===== config.mk =====
export PLATFORM = sky130hd
export DESIGN_NAME = uart_sender
export DESIGN_NICKNAME = d
export VERILOG_FILES = /design/src/rtl/uart_pkg.sv /design/src/rtl/uart_baud_tick.sv /design/src/rtl/uart_sender.sv
export SDC_FILE = /design/constraint.sdc
export NUM_CORES = 1
export LEC_CHECK = 0
export ABC_AREA = 1
export CAP_MARGIN = 10
export CELL_PAD_IN_SITES_DETAIL_PLACEMENT = 1
export CELL_PAD_IN_SITES_GLOBAL_PLACEMENT = 2
export CORE_MARGIN = 4
export CORE_UTILIZATION = 27
export CTS_CLUSTER_SIZE = 12
export DETAILED_ROUTE_END_ITERATION = 8
export PLACE_DENSITY_LB_ADDON = 0.1
export SKIP_LAST_GASP = 1
export SLEW_MARGIN = 15
export SYNTH_ARGS = -nofsm -noshare
export SYNTH_HDL_FRONTEND = slang
export SYNTH_HIERARCHICAL = 1
export SYNTH_SLANG_ARGS = --single-unit

===== constraint.sdc =====
create_clock -name sysclk -period 2.08 [get_ports sysclk]
set_input_delay 0.624 -clock sysclk [delete_from_list [all_inputs] [get_ports sysclk]]
set_output_delay 0.624 -clock sysclk [all_outputs]
set_load 0.05 [all_outputs]

===== src/rtl/uart_pkg.sv =====
// Shared definitions for the UART transmitter/receiver pair: state encoding,
// baud divisor arithmetic and frame-shape helpers.
package uart_pkg;

  localparam logic [2:0] ST_IDLE   = 3'd0;
  localparam logic [2:0] ST_START  = 3'd1;
  localparam logic [2:0] ST_DATA   = 3'd2;
  localparam logic [2:0] ST_PARITY = 3'd3;
  localparam logic [2:0] ST_STOP   = 3'd4;

  typedef enum logic [2:0] {
    S_IDLE   = ST_IDLE,
    S_START  = ST_START,
    S_DATA   = ST_DATA,
    S_PARITY = ST_PARITY,
    S_STOP   = ST_STOP
  } uart_state_t;

  localparam int DATA_BITS  = 8;
  localparam int START_BITS = 1;

  // Clocks per bit, truncated toward zero.
  function automatic int calc_div(input int clk_freq, input int baud);
    return clk_freq / baud;
  endfunction

  // Frame length in bit periods, start through last stop bit.
  function automatic int frame_bits(input int parity_en, input int stop_bits);
    return START_BITS + DATA_BITS + ((parity_en != 0) ? 1 : 0) + stop_bits;
  endfunction

  function automatic logic calc_parity(input logic [7:0] data, input logic odd);
    return odd ? ~^data : ^data;
  endfunction

endpackage


===== src/rtl/uart_baud_tick.sv =====
// Bit-period timer: counts 0..DIV-1 and flags the last count of each period.
// Shared between the UART transmitter and receiver.
module uart_baud_tick #(
  parameter int DIV = 16
) (
  input  logic sysclk,
  input  logic reset,
  input  logic clear,
  output logic tick
);

  localparam int CW = (DIV > 1) ? $clog2(DIV) : 1;
  localparam logic [CW-1:0] LAST = CW'(DIV - 1);

  if (DIV < 2) begin : g_bad_div
    $error("uart_baud_tick: DIV must be at least 2");
  end

  logic [CW-1:0] count_r;
  logic          tick_r;

  // Counter plus a registered tick that is high exactly while count_r == LAST.
  always_ff @(posedge sysclk or posedge reset) begin
    if (reset) begin
      count_r <= '0;
      tick_r  <= 1'b0;
    end else if (clear) begin
      count_r <= '0;
      tick_r  <= 1'b0;
    end else if (count_r == LAST) begin
      count_r <= '0;
      tick_r  <= 1'b0;
    end else begin
      count_r <= count_r + {{(CW-1){1'b0}}, 1'b1};
      tick_r  <= ((count_r + {{(CW-1){1'b0}}, 1'b1}) == LAST);
    end
  end

  assign tick = tick_r;

endmodule


===== src/rtl/uart_sender.sv =====
// UART transmitter: accepts a byte on TX_EN while idle and serialises it as
// start, D0..D7, optional parity and 1 or 2 stop bits on a registered line.
module uart_sender
  import uart_pkg::*;
#(
  parameter int CLK_FREQ   = 100000000,
  parameter int BAUD       = 9600,
  parameter int PARITY_EN  = 0,
  parameter int PARITY_ODD = 0,
  parameter int STOP_BITS  = 1
) (
  input  logic       sysclk,
  input  logic       reset,
  input  logic [7:0] TX_DATA,
  input  logic       TX_EN,
  output logic       TX_STATUS,
  output logic       UART_TX
);

  localparam int   DIV       = calc_div(CLK_FREQ, BAUD);
  localparam logic USE_PAR   = (PARITY_EN != 0);
  localparam logic ODD_PAR   = (PARITY_ODD != 0);
  localparam logic LAST_STOP = (STOP_BITS == 2) ? 1'b1 : 1'b0;

  if (DIV < 2) begin : g_bad_div
    $error("uart_sender: CLK_FREQ/BAUD must be at least 2");
  end
  if ((STOP_BITS != 1) && (STOP_BITS != 2)) begin : g_bad_stop
    $error("uart_sender: STOP_BITS must be 1 or 2");
  end

  uart_state_t state_r;
  logic [2:0]  bit_idx_r;
  logic        stop_cnt_r;
  logic [7:0]  shift_r;
  logic        tx_line_r;
  logic        tx_status_r;
  logic        clear_s;
  logic        tick_s;

  // Hold the bit timer at zero while idle so every frame starts a fresh period.
  assign clear_s = (state_r == S_IDLE);

  uart_baud_tick #(
    .DIV (DIV)
  ) u_baud (
    .sysclk (sysclk),
    .reset  (reset),
    .clear  (clear_s),
    .tick   (tick_s)
  );

  // Frame sequencer; the byte register is only written on accept.
  always_ff @(posedge sysclk or posedge reset) begin
    if (reset) begin
      state_r     <= S_IDLE;
      bit_idx_r   <= 3'd0;
      stop_cnt_r  <= 1'b0;
      shift_r     <= 8'h00;
      tx_line_r   <= 1'b1;
      tx_status_r <= 1'b1;
    end else begin
      case (state_r)
        S_IDLE: begin
          if (TX_EN) begin
            shift_r     <= TX_DATA;
            state_r     <= S_START;
            bit_idx_r   <= 3'd0;
            tx_line_r   <= 1'b0;
            tx_status_r <= 1'b0;
          end else begin
            tx_line_r   <= 1'b1;
            tx_status_r <= 1'b1;
          end
        end
        S_START: begin
          if (tick_s) begin
            state_r   <= S_DATA;
            bit_idx_r <= 3'd0;
            tx_line_r <= shift_r[0];
          end
        end
        S_DATA: begin
          if (tick_s) begin
            if (bit_idx_r == 3'd7) begin
              if (USE_PAR) begin
                state_r   <= S_PARITY;
                tx_line_r <= calc_parity(shift_r, ODD_PAR);
              end else begin
                state_r    <= S_STOP;
                stop_cnt_r <= 1'b0;
                tx_line_r  <= 1'b1;
              end
            end else begin
              bit_idx_r <= bit_idx_r + 3'd1;
              tx_line_r <= shift_r[bit_idx_r + 3'd1];
            end
          end
        end
        S_PARITY: begin
          if (tick_s) begin
            state_r    <= S_STOP;
            stop_cnt_r <= 1'b0;
            tx_line_r  <= 1'b1;
          end
        end
        S_STOP: begin
          if (tick_s) begin
            if (stop_cnt_r == LAST_STOP) begin
              state_r     <= S_IDLE;
              tx_status_r <= 1'b1;
            end else begin
              stop_cnt_r <= 1'b1;
            end
          end
        end
        default: begin
          state_r     <= S_IDLE;
          tx_line_r   <= 1'b1;
          tx_status_r <= 1'b1;
        end
      endcase
    end
  end

  assign UART_TX   = tx_line_r;
  assign TX_STATUS = tx_status_r;

endmodule


### Yosys cells after proc, flatten, opt, wreduce, memory -nomap -nowiden

Cells that the tools add are included.

* ROM bits: 0
* memory bits (writable): 0
* register bits: 32
* memories kept: 0
* bits of input ports: 11
* bits in latches: 0
* word-level logic and storage cells: 72
* output and inout port bits: 2

* shifts and indexed selects: 0
* $mul: 0
* $lt $le $gt $ge: 1
* divide/modulo/power cells: 0
* multiplexer cells: 34
* equal/unequal tests: 15
* $add $sub $neg: 2
* bitwise operators: 2
* reductions and logical operators: 10

Operator list (count)
* two-way mux 3 bit: 11
* == test 14 bit (second input constant): 2
* two-way mux 14 bit: 2
* two-way mux 1 bit: 15
* one-hot mux 3 bit (5 select lines): 1
* adder 14 x 1 -> 14 bit (second input constant): 1
* AND reduction 5 bit: 2
* one-hot mux 3 bit (3 select lines): 1
* inequality test 2 x 1 -> 1 bit (second input constant): 4
* inequality test 2 bit (second input constant): 4
* AND reduction 7 bit: 1
* == test 3 x 2 -> 1 bit (second input constant): 2
* == test 3 bit (second input constant): 2
* one-hot mux 1 bit (3 select lines): 2
* nonzero test 3 bit: 2
* one-hot mux 1 bit (5 select lines): 1
* less-than comparator 3 x 4 -> 1 bit (second input constant): 1
* AND reduction 4 bit: 1
* adder 3 x 1 -> 3 bit (second input constant): 1
* binary-select mux 1 bit (select 3 bit): 1
* == test 3 x 1 -> 1 bit (second input constant): 1
* zero test 3 bit: 1
* AND reduction 3 bit: 1
* OR reduction 3 bit: 1
* 2 further kinds: 3

### Depth between registers and ports, before layout

Gate-level depths: netlist of run 1.

* depth in word-level cells: 6
* depth in mapped cells: 13
* gate-level depth less buffers: 12

### By module

Netlist of run 1, hierarchy kept.

By module, submodules not included
* uart_baud_tick: seq. area each 375.4 um2, area an instance 924.6 um2, times used 1, cells each 132
* uart_sender: seq. area each 402.9 um2, area an instance 848.3 um2, times used 1, cells each 109

### Worst setup path before layout of run 1

No wires, ideal clock.

* path type: reg2reg
* start: reg state_r[0]
* end: reg u_baud.tick_r (netlist: u_baud/tick)
* slack: 0.560 ns
* setup time: 0.114 ns
* arrival: 1.406 ns
* required time: 1.966 ns
* cell stages (with the launch flop): 14
* period minus slack after synthesis: 1.520 ns
* buffers on the path: 1
* path through: dfrtp_1 inv_1 nand2_2 nor2_4 clkbuf_1 inv_1 nand2_1 nor3_1 nand2_1 nor2_1 nand2_1 nor2_1 nand2_1 nor2_2

* cells in the longest elaborated chain, start to end: 2

Ends and longest elaborated chain
* from (decl): RTL line uart_sender.sv:32 `uart_state_t state_r;`
* from (signal assigned): RTL line uart_sender.sv:56 `state_r <= S_IDLE;`
* from (signal assigned): RTL line uart_sender.sv:67 `state_r <= S_START;`
* from (signal assigned): RTL line uart_sender.sv:78 `state_r <= S_DATA;`
* zero test 3 bit: RTL line uart_sender.sv:42 `assign clear_s = (state_r == S_IDLE);`
* named net clear_s: RTL line uart_sender.sv:38 `logic clear_s;`
* two-way mux 1 bit: RTL line uart_baud_tick.sv:27 `end else if (clear) begin`
* to (signal assigned): RTL line uart_baud_tick.sv:35 `tick_r <= ((count_r + {{(CW-1){1'b0}}, 1'b1}) == LAST);`
* to (decl): RTL line uart_baud_tick.sv:20 `logic tick_r;`

The timed path passes the listed nets, and every way through them passes these cells.
A chain may end at the register's enable or synchronous reset.

### Worst setup path after layout of run 1

* start: reg u_baud.count_r[0]
* end: reg u_baud.tick_r (netlist: u_baud/tick)

* cells in the longest elaborated chain, start to end: 4
* elaborated cells between the ends (all ways): 5
* classes of those cells: add/sub: 1; eq/ne: 2; mux: 2

Ends and longest elaborated chain
* from (decl): RTL line uart_baud_tick.sv:19 `logic [CW-1:0] count_r;`
* from (signal assigned): RTL line uart_baud_tick.sv:34 `count_r <= count_r + {{(CW-1){1'b0}}, 1'b1};`
* adder 14 x 1 -> 14 bit: RTL line uart_baud_tick.sv:35
* == test 14 bit: RTL line uart_baud_tick.sv:35
* two-way mux 1 bit (*): RTL line uart_baud_tick.sv:30 `end else if (count_r == LAST) begin`
* two-way mux 1 bit (*): RTL line uart_baud_tick.sv:27

Mark *: on every way between the ends. The rest lies on a longest branch, timed or not.

==> results.cfg, run 1 <==
[run_status]
status = finished, final reports clean

[global_routing]
grt_use_total_pct = 13.0
antenna_found_initial = 0
grt_overflow = 0
grt_max_degree = 17
grt_pass1_vias = 1606
grt_pass1_wl_um = 7730

[critical_path]
cp_slowest_cell = dfrtp_1
critical_path_buf_inv_count = 0
critPathMaxStageDelay_ns = 0.42
arrival_ns = 1.92
worst_setup_path_end_kind = register
r2r_cells = 10
critPathTopFamily = simple AND/OR/NAND/NOR gates
r2r_setup_slack_ns = 0.37
r2r_end = u_baud/tick
required_ns = 2.30
startpoint_type = register
cp_cell_sequence = ha_1, nand2_1, nand2_1, nor3_1, nand2_1, nor2_1, nand2_1, nor2_1, nand2_1, nor2_2
crit_start = u_baud/count_r[0]
worst-path-stages = 10
criticalPathCategory = reg -> reg
cp-endpoint = u_baud/tick
crit-reg2reg-launch = u_baud/count_r[0]
cp_max_fo = 5
path_common_cell = nand2_1

[final_layout]
synthToLayoutAreaGrowth_pct = 19.1
drive_above_1_share_pct = 14.0
nNetsFinal = 278
fillers = 784
regArea_sq_um = 778
multi_input_area_sq_um = 875
num_antenna_cells = 0

[yosys]
netlist_instances = 241
synth_area_sq_um = 1770
synth.avg_cell_area_sq_um = 7.36
synth_fp_nets = 256
seq_area_frac_synth_pct = 43.9
ys_warn_count = 6
ys_ff_latch = 31
ys_types = 25

[place]
io_buffers = 12
gp_congestion = 0.733
dpl.hpwl_um = 3660
post-place-ws_ns = 0.306

[die]
io-pin-count = 13
fp.dieW_um = 89.0
die_h_um = 89.0
die-area_sq_um = 7930
rows = 29
core-area_sq_um = 6350
initial_core_util_pct = 27.9

[clocking]
ctsHtreeMaxLevel = 2
hold_buffers = 0
ctsResizeCount = 0
clkLatencyLatePin_ns = 0.28
cts_buffer_depth = 2
cts_tree = yes
root_buffer = clkbuf_8
clock_sinks = 31
cts_made_buffers = 5
cts.clk_slew.worst_paths_ns = 0.07
cts_setup_buffers = 0

[timing]
setup_viol = 0
fin_crit_sh_pct = 82.0
max_clock_freq_ghz = 0.586
period_minus_slack_ns = 1.71
slew_viol_final = 0
worst_slew_pin_slew_ns = 0.303
rsz0062_at_grt = no
tns_ns = 0
relSlewSlack_pct = 79.7
setup_slack_ns = 0.375
hold_viol = 0
skew_ns = 0.00355

[drt]
drt-vias-per-instance = 4.60
initialDrtViolationCount = 18
dr.pass1.iters = 4
drtAntennaViolNets = 0
vias = 1567
avgRoutedWirePerCell_um = 13.5
drcViolationCount = 0
routed_wl_um = 4620

[pwr]
power.leakage_nw = 1.01
peakVddDrop_mv = 0.477
power_density_nw_per_um2 = 1160
totalPowerFinal_w = 0.00246

[min_path]
hp-class = reg -> reg

[job]
maxCapViolCount = 0
## Yosys cell counts (all sizes together)
| cell | number | area (sq um) |
|---|---|---|
| a21oi | 9 | 45.0 |
| clkbuf | 1 | 3.75 |
| dfrtp | 29 | 726 |
| dfstp | 2 | 52.6 |
| ha | 4 | 50.1 |
| inv | 31 | 116 |
| nand2 | 87 | 352 |
| nand3 | 23 | 115 |
| nand4 | 6 | 43.8 |
| nor2 | 30 | 150 |
| nor3 | 7 | 40.0 |
| nor4 | 1 | 6.26 |
| o21ai | 7 | 38.8 |
| o21bai | 1 | 7.51 |
| xnor2 | 1 | 8.76 |
| xor2 | 2 | 17.5 |
## worst min path at each step
stage / end / from / cells past startpoint
6_report: shift_r[2] / shift_r[2] / 2
5_1_grt: shift_r[2] / shift_r[2] / 2
4_1_cts: shift_r[2] / shift_r[2] / 2
3_5_place_dp: shift_r[2] / shift_r[2] / 2
3_3_place_gp: shift_r[2] / shift_r[2] / 2
2_1_floorplan: shift_r[2] / shift_r[2] / 2
## cells by family (layout without fill, tap and decap cells)
kind of cell / count (synthesis) / in the layout / synth area share, %
and+or+nand+nor: 154 / 154 / 39.9
buffers and inverters: 32 / 55 / 6.77
DFF: 31 / 31 / 43.9
AOI/OAI and AO/OA: 17 / 17 / 5.15
adders and majority gates: 4 / 4 / 2.82
xor gates and xnor gates: 3 / 3 / 1.48
## stage by stage
stage	area, sq um	hold WS [ns]	std cells	utilization, %
after global routing	2110	0.517	341	33.2
after CTS	2110	0.490	341	33.2
after floorplan	1770	0.449	241	-
after global placement	2010	0.469	333	31.7
after detailed placement	2010	0.469	333	31.7
final	2110	0.482	341	33.2
## layer usage
layer,part of all wire [%],global-route usage [%],vias to the layer above
li1,-,-,806
met1,44,15.1,751
met2,53,23.3,8
met3,2.1,3.59,2
met4,0.63,4.06,0
met5,0,0,-
## sequential cells by signal, summed over array words and instances, names as in the netlist
register        flops
u_baud/count_r     14
shift_r             8
bit_idx_r           3
state_r             3
TX_STATUS           1
UART_TX             1
u_baud/tick         1
## tightest hold or removal path: cells and delay by family (launching register included)
family,cells,cell delay (ns)
AND/OR/NAND/NOR,2,0.11
flip-flops,1,0.34
## power breakdown
| group | switching [W] | internal [W] |
|---|---|---|
| logic | 0.000632 | 0.000337 |
| registers | 0.000159 | 0.000793 |
| clock network | 0.000233 | 0.000302 |
## layout make-up
type,instances,area share [%]
repair buffers,16,6.88
well taps,77,4.56
inverters,31,5.51
clock buffers,8,4.74
flip-flops and latches,31,36.9
multi-input cells,178,41.4
## layout by cell type (no fill, tap or decap)
master,synthesis,routed
nand3_1,23,23
nand4_2,1,1
o21ai_1,4,4
xnor2_1,1,1
xor2_1,2,2
o21ai_0,2,2
clkbuf_1,1,1
nor2_2,3,3
nand4_1,5,5
dfrtp_1,29,29
nor3_1,6,6
dfstp_2,2,2
ha_1,4,4
inv_2,4,4
inv_1,27,27
clkbuf_8,0,7
nand2_1,79,79
o21bai_1,1,1
nand2_4,1,1
nor2_1,23,23
nand2_2,7,7
nor2_4,4,4
clkdlybuf4s50_1,0,10
nor3_2,1,1
buf_4,0,6
a21oi_1,9,9
nor4_1,1,1
o21ai_2,1,1
(Power assumes the default switching activity.)
==> run 2: changes to the inputs <==
- clock period: 2.08 -> 1.4 ns (I/O delays scaled with it)
==> run 2 against run 1 <==
The run now ends with negative setup slack left. Maximum frequency rose by 14%. Largest power group unchanged. Combinational power rose by 120%. Largest cell class unchanged. Global-route usage rose by 1.2 points. Non-clock buffer count rose by 22. Critical path depth did not move. Worst setup slack got worse by 0.46 ns. First-iteration DRC count rose to 3.6 times the previous value. Sequential share of layout area fell by 5.1 points. Flip-flop and latch count did not move. Clock skew barely moved. Clock power rose by 52%.
==> results.cfg, run 2 (synthesis gave the netlist of run 1 again) <==
[drt]
drcViolationCount = 0
routed_wl_um = 4860
vias = 1682
avgRoutedWirePerCell_um = 13.4
initialDrtViolationCount = 64
dr.pass1.iters = 7
drtAntennaViolNets = 0
drt-vias-per-instance = 4.63

[pwr]
power_density_nw_per_um2 = 1740
peakVddDrop_mv = 0.802
power.leakage_nw = 1.16
totalPowerFinal_w = 0.00427

[die]
fp.dieW_um = 89.0
initial_core_util_pct = 27.9
die_h_um = 89.0
die-area_sq_um = 7930
io-pin-count = 13
rows = 29
core-area_sq_um = 6350

[critical_path]
criticalPathCategory = reg -> reg
cp_max_fo = 5
crit-reg2reg-launch = u_baud/count_r[0]
required_ns = 1.63
arrival_ns = 1.72
startpoint_type = register
worst_setup_path_end_kind = register
r2r_setup_slack_ns = -0.09
r2r_cells = 10
r2r_end = u_baud/tick

[timing]
skew_ns = 0.00387
setup_viol = 8
fin_crit_sh_pct = 106
setup_slack_ns = -0.0898
slew_viol_final = 0
max_clock_freq_ghz = 0.671
worst_slew_pin_slew_ns = 0.288
period_minus_slack_ns = 1.49
relSlewSlack_pct = 80.6
tns_ns = -0.296
hold_viol = 0
rsz0062_at_grt = yes

[final_layout]
nNetsFinal = 300
regMostFlops = u_baud/count_r
num_antenna_cells = 0
final_cell_mix = 73 x nand2_1, 29 x dfrtp_1, 25 x inv_1
drive_above_1_share_pct = 29.4
final_common_cell = nand2_1
multi_input_area_sq_um = 993
regArea_sq_um = 778
synthToLayoutAreaGrowth_pct = 38.0
fillers = 787
largest_reg_flops = 14
reg_top3 = u_baud/count_r (14), shift_r (8)

[clocking]
cts.clk_slew.worst_paths_ns = 0.07
hold_buffers = 0
cts_made_buffers = 5
ctsHtreeMaxLevel = 2
clock_sinks = 31
cts_buffer_depth = 2
root_buffer = clkbuf_8
cts_tree = yes
clkLatencyLatePin_ns = 0.29

[place]
gp_congestion = 0.749
io_buffers = 12
dpl.hpwl_um = 3720

[run_status]
violations = negative setup slack
status = finished, violations left

[min_path]
hp-class = in -> async

[global_routing]
antenna_found_initial = 0
grt_max_degree = 17
grt_overflow = 0
grt_pass1_vias = 1790
grt_use_total_pct = 14.2
grt_pass1_wl_um = 8550

[job]
maxCapViolCount = 0
[run 2: cell count changes in the layout (fill, tap and decap cells not counted), sizes merged]
cell,previous run,this run
buf,6,28
[run 2: critical path: stages (launching register included)]
cell and delay, ns:
dfrtp_1 0.36, buf_4 0.12, inv_1 0.05, buf_4 0.13, nor2_4 0.15, nand2_2 0.07, xnor2_1 0.20, nand2_2 0.09
nor2_1 0.11, nand2_1 0.07, nor2_2 0.07
[run 2: routing by layer]
layer / track usage [%] / vias to the layer above / routed length [um]
li1: - / 851 / -
met3: 3.87 / 7 / 165
met1: 19.7 / 798 / 2430
met2: 21.8 / 26 / 2200
met5: 0 / - / 0
met4: 4.19 / 0 / 70
[run 2: worst max path at each step]
stage                                 start     endpoint
final                     u_baud/count_r[0]  u_baud/tick
after global routing      u_baud/count_r[2]  u_baud/tick
after CTS                 u_baud/count_r[1]  u_baud/tick
after detailed placement  u_baud/count_r[0]  u_baud/tick
after global placement    u_baud/count_r[0]  u_baud/tick
after floorplan                  state_r[1]  u_baud/tick
[run 2: per-stage QoR]
step / instances / util, % / setup WS (ns) / instance area [sq um] / hold WS (ns)
2_1_floorplan: 241 / - / -0.0212 / 1790 / 0.321
3_3_place_gp: 353 / 34.9 / -0.175 / 2210 / 0.467
3_5_place_dp: 353 / 34.9 / -0.203 / 2210 / 0.470
4_1_cts: 362 / 37.8 / -0.0873 / 2400 / 0.470
5_1_grt: 363 / 38.5 / -0.240 / 2450 / 0.479
6_report: 363 / 38.5 / -0.0898 / 2450 / 0.463
[run 2: timing repair]
action / in CTS / in global routing
endpoints found under the setup margin: 12 / 18
setup buffers: 1 / 1
pin swaps: 9 / 8
gates resized for setup: 20 / 9
[run 2: power by group]
group          internal, W  switching (W)  leakage, nW
Combinational     0.000892        0.00119        0.706
Clock             0.000449       0.000366       0.0515
Sequential         0.00118       0.000184        0.404
Total              0.00252        0.00174         1.16
[run 2: cell type report]
class	count	area share [%]
flip-flops and latches	31	31.8
well taps	77	3.94
clock buffers	8	4.09
inverters	31	4.86
repair buffers	38	14.7
multi-input cells	178	40.6
